<file path="src/rtl/fc_operand_loader.sv">
// Assembles a bias + LAYER_SZ (weight, input) beat stream into packed neuron operands, ping-pong buffered.
// Latency: frame presented the cycle after its last beat; in_ready drops only while both banks are full.
module fc_operand_loader #(
    parameter int SIZE     = 16,
    parameter int LAYER_SZ = 10
) (
    input  logic                     clk,
    input  logic                     rst_n,
    input  logic                     in_valid,
    output logic                     in_ready,
    input  logic [SIZE-1:0]          in_a,
    input  logic [SIZE-1:0]          in_b,
    input  logic                     in_last,
    output logic                     out_valid,
    input  logic                     out_ready,
    output logic [SIZE-1:0]          out_bias,
    output logic [LAYER_SZ*SIZE-1:0] out_weights,
    output logic [LAYER_SZ*SIZE-1:0] out_inputs,
    output logic                     frame_err
);

    localparam int             CW      = $clog2(LAYER_SZ + 1);
    localparam logic [CW-1:0]  CNT_MAX = CW'(LAYER_SZ);

    logic [SIZE-1:0]          bias_q [2];
    logic [LAYER_SZ*SIZE-1:0] wgt_q  [2];
    logic [LAYER_SZ*SIZE-1:0] inp_q  [2];

    logic [1:0]    full_q, full_d;
    logic          wr_ptr_q, wr_ptr_d;
    logic          rd_ptr_q, rd_ptr_d;
    logic [CW-1:0] cnt_q, cnt_d;
    logic          frame_err_q, frame_err_d;

    logic accept, at_end, frame_done, consume;

    assign in_ready   = !full_q[wr_ptr_q];
    assign accept     = in_valid && in_ready;
    assign at_end     = (cnt_q == CNT_MAX);
    assign frame_done = accept && at_end && in_last;
    assign consume    = full_q[rd_ptr_q] && out_ready;

    // Fill and drain always target different banks, so both updates can land in one cycle.
    always_comb begin
        full_d      = full_q;
        wr_ptr_d    = wr_ptr_q;
        rd_ptr_d    = rd_ptr_q;
        cnt_d       = cnt_q;
        frame_err_d = 1'b0;
        if (accept) begin
            if (frame_done) begin
                full_d[wr_ptr_q] = 1'b1;
                wr_ptr_d         = !wr_ptr_q;
                cnt_d            = '0;
            end else if (in_last || at_end) begin
                frame_err_d = 1'b1;
                cnt_d       = '0;
            end else begin
                cnt_d = cnt_q + 1'b1;
            end
        end
        if (consume) begin
            full_d[rd_ptr_q] = 1'b0;
            rd_ptr_d         = !rd_ptr_q;
        end
    end

    always_ff @(posedge clk or negedge rst_n) begin
        if (!rst_n) begin
            full_q      <= '0;
            wr_ptr_q    <= 1'b0;
            rd_ptr_q    <= 1'b0;
            cnt_q       <= '0;
            frame_err_q <= 1'b0;
        end else begin
            full_q      <= full_d;
            wr_ptr_q    <= wr_ptr_d;
            rd_ptr_q    <= rd_ptr_d;
            cnt_q       <= cnt_d;
            frame_err_q <= frame_err_d;
        end
    end

    // Beat k lands in element k-1; element 0 sits in the most significant slot.
    always_ff @(posedge clk or negedge rst_n) begin
        if (!rst_n) begin
            for (int b = 0; b < 2; b++) begin
                bias_q[b] <= '0;
                wgt_q[b]  <= '0;
                inp_q[b]  <= '0;
            end
        end else if (accept) begin
            if (cnt_q == '0) begin
                bias_q[wr_ptr_q] <= in_a;
            end
            for (int i = 0; i < LAYER_SZ; i++) begin
                if (cnt_q == CW'(i + 1)) begin
                    wgt_q[wr_ptr_q][(LAYER_SZ-i)*SIZE-1 -: SIZE] <= in_a;
                    inp_q[wr_ptr_q][(LAYER_SZ-i)*SIZE-1 -: SIZE] <= in_b;
                end
            end
        end
    end

    assign out_valid   = full_q[rd_ptr_q];
    assign out_bias    = bias_q[rd_ptr_q];
    assign out_weights = wgt_q[rd_ptr_q];
    assign out_inputs  = inp_q[rd_ptr_q];
    assign frame_err   = frame_err_q;

endmodule

</file>
<file path="config.mk">
export PLATFORM = sky130hd
export DESIGN_NAME = fc_operand_loader
export DESIGN_NICKNAME = d
export VERILOG_FILES = /design/src/rtl/fc_operand_loader.sv
export SDC_FILE = /design/constraint.sdc
export NUM_CORES = 1
export LEC_CHECK = 0
export BUFFER_PORTS_ARGS = -buffer_cell sky130_fd_sc_hd__buf_4
export CORE_AREA = 4 4 229 231
export CTS_BUF_LIST = sky130_fd_sc_hd__clkbuf_2
export CTS_CLUSTER_DIAMETER = 30
export DETAILED_ROUTE_END_ITERATION = 8
export DIE_AREA = 0 0 233 235
export HOLD_SLACK_MARGIN = 0.08
export PLACE_DENSITY = 0.82
export SLEW_MARGIN = 20
export SYNTH_ARGS = -nofsm -noshare
export SYNTH_HDL_FRONTEND = slang
export SYNTH_SLANG_ARGS = --single-unit
</file>
<file path="constraint.sdc">
create_clock -name clk -period 2.44 [get_ports clk]
set_clock_uncertainty 0.05 [all_clocks]
set_input_delay 0.122 -clock clk [delete_from_list [all_inputs] [get_ports clk]]
set_output_delay 0.122 -clock clk [all_outputs]
set_load 0.01 [all_outputs]
</file>
==> run metrics <==
core box area=50100 um^2; routed vias/inst=5.79; Worst Path Buf+Inv=4; Pre-antenna DRT Iters=5; largest net degree at the start of global routing=97; routability cong.=0.815; post-route non-filler standard cell count=3290; final setup vio count=338; die width=233 um; Peak Freq=329 MHz; initial drt markers=1031; total gr overflow=0; initial antenna violation count=4; Final min period=3.03 ns; Pleak=19.1 nW; Slowest cell on crit path=dfrtp_4; failing checks=setup timing; Worst EP required=2.27 ns; mux cell area share after synthesis=0.385; Worst Hold Class=in2reg; RSZ-0062 raised after global routing=true; Synth warnings=0; Die Ht=235 um; root buffer cell=clkbuf_2; Fin. Hold Viols=0; total of max-cap violations=0; initial core utilization=0.599; Worst-path clk slew=0.10 ns; Synth Area per Inst=15.4 um^2; delay-heaviest family, CP=buffers and inverters; Worst path max stage delay=0.55 ns; global-route wire length before repair=122 mm; Post-synth EDFFs=0; critical path peak fanout=8; # DRC=0; Post-Synth Adder-Cell Area=0.00167; worst hold margin=0.165 ns; Power Dens Cells=1190 nW/um^2; CP Class=reg2out; Cell Chain, Critical Path=buf_12 > buf_16 > clkbuf_16 > mux2_4 > buf_6; WL per Instance=25.7 um; Placed Cells incl. Taps=2869; Compound-Gate Fraction of Synth Area=0.00217; TritonCTS sink count=681; Tot GR Track Use=0.292; routed wire length=84.5 mm; worst skew pair latency=1.35 ns; Slew headroom=0.215; Startpoint Class=flip-flop; final core utilization=0.754; Net count, final=2538; Rows=82; Power Total=45.0 mW; H-tree level count=4; peak supply drop=625 uV; I/O Buffers=375; post-synthesis register bit count=681; vias in the first global route=20.3k; Final Cycle Share=1.24; clock buffer depth=3; status=complete, but fails checks; Post-Synth XOR/XNOR Area=0.000584; layout cells sized above 1=0.678; FFs w/ async S/R, synth=1.00; Syn Inst Count=1943; Slew Limit Fails=0; CP arrival=2.86 ns; critical path capture point type=output pin; post-detail-place hpwl=48.8 mm; antenna-violating nets left=0; Synthesized Nets=1984; number of distinct library cells after synthesis=44; Final WS setup=-0.595 ns; largest family of logic cells by synthesized area=multiplexers; Slew @ Worst Pin=1.17 ns; synthesized cell area=30000 um^2; CTS tree=yes; Num CTS Buffers=175; die area=54800 um^2; sequential fraction of the synthesis area=0.569; Setup TNS=-184.30 ns; Synth Area in Simple Gates=0.0117; Vias=19.0k; io pins=376; Synth-to-Final Area Change=26.0%; ys flop type=dfrtp_1
-- per-stage QoR --
stage | setup WS [ns] | instance area, um^2
after floorplan | 0.504 | 30000
after global placement | 0.332 | 33600
after detailed placement | 0.271 | 33600
after CTS | -0.733 | 36400
after global routing | -0.748 | 37800
final | -0.595 | 37800
-- worst reg2reg max path, stage by stage (launching register included) --
cell and delay [ns]:
dfrtp_1 0.45, inv_1 0.13, ha_1 0.19, nand3_1 0.10, or4_2 0.61, buf_12 0.23
mux2_4 0.33
-- worst paths after layout --
kind | to | cells after the start | slack (ns) | startpoint
setup reg to reg | inp_q[24] | 6 | 0.21 | cnt_q[1]
max in group asynchronous | wgt_q[319] | 7 | 1.03 | rst_n
hold reg to reg | wgt_q[73] | 1 | 0.44 | wgt_q[73]
hold / removal | wgt_q[32] | 4 | 0.16 | in_a[0]
min in group asynchronous | inp_q[121] | 5 | 0.36 | rst_n
setup / recovery | out_weights[27] | 5 | -0.59 | rd_ptr_q
-- placed cells by master (no fill, tap or decap), types with 9 or more instances in the layout --
cell type      netlist  layout
clkbuf_16            0      20
buf_6                7     123
mux2_4              40     138
buf_4               10     284
clkbuf_2             2     256
clkinv_1             0      21
dfrtp_1            681     680
mux2_1              15      15
buf_12               3      30
diode_2              0       9
mux2_2             954     856
dlygate4sd3_1        0      74
buf_16               0      17
-- metal layers --
layer	up-vias	GRT usage	share of wire
met5	-	0	0
met4	0	0.0982	0.028
met3	136	0.0776	0.059
met2	610	0.478	0.51
met1	10155	0.381	0.41
li1	8138	-	-
-- cell type report --
cell class              count  area [um^2]
clock inverters            34          189
multi-input cells        1075        12400
flip-flops and latches    681        17000
inverters                   7         26.3
clock buffers             255         1280
diodes                      9         22.5
well taps                 672          841
fillers                  3100        12300
repair buffers            557         5930
-- what timing repair did --
action / in CTS / in global routing
resized for setup: 49 / 206
gates cloned: 8 / 24
setup buffers: 8 / 6
hold endpoints to repair: 1362 / 44
endpoints found under the setup margin: 338 / 338
hold buffers: 76 / 2
-- synth_stat cells, types with 3 or more instances --
cell type  number  share of area
mux2_2        954           0.36
dfrtp_1       681           0.57
clkbuf_1       85          0.011
buf_2          57         0.0095
mux2_4         40          0.020
buf_1          16         0.0020
mux2_1         15         0.0056
buf_4          10         0.0025
nand2_1        10         0.0013
and3_1          7         0.0015
buf_6           7         0.0026
inv_1           7        0.00088
and4bb_2        4         0.0017
ha_1            4         0.0017
buf_12          3         0.0020
o21ai_0         3        0.00050
-- registers in the layout (all words and copies together), names as in the netlist --
| name | flops |
|---|---|
| bias_q | 32 |
| cnt_q | 4 |
| frame_err | 1 |
| full_q | 2 |
| inp_q | 320 |
| rd_ptr_q | 1 |
| wgt_q | 320 |
| wr_ptr_q | 1 |
-- cells by family (layout without fill, tap and decap cells) --
kind of cell | after synthesis | after routing
AO/OA/AOI/OAI | 10 | 10
other | 0 | 9
buffers and inverters | 187 | 853
adder cells (fa/ha/maj) | 4 | 4
multiplexers | 1011 | 1011
XOR/XNOR | 2 | 2
flip-flops | 681 | 681
AND/OR/NAND/NOR | 48 | 48
-- power breakdown --
group	internal, mW	total [mW]	switching (mW)
clock network	2.96	7.45	4.49
registers	15.0	17.0	2.01
logic	12.1	20.6	8.45
Power figures use the tool's default switching activity.
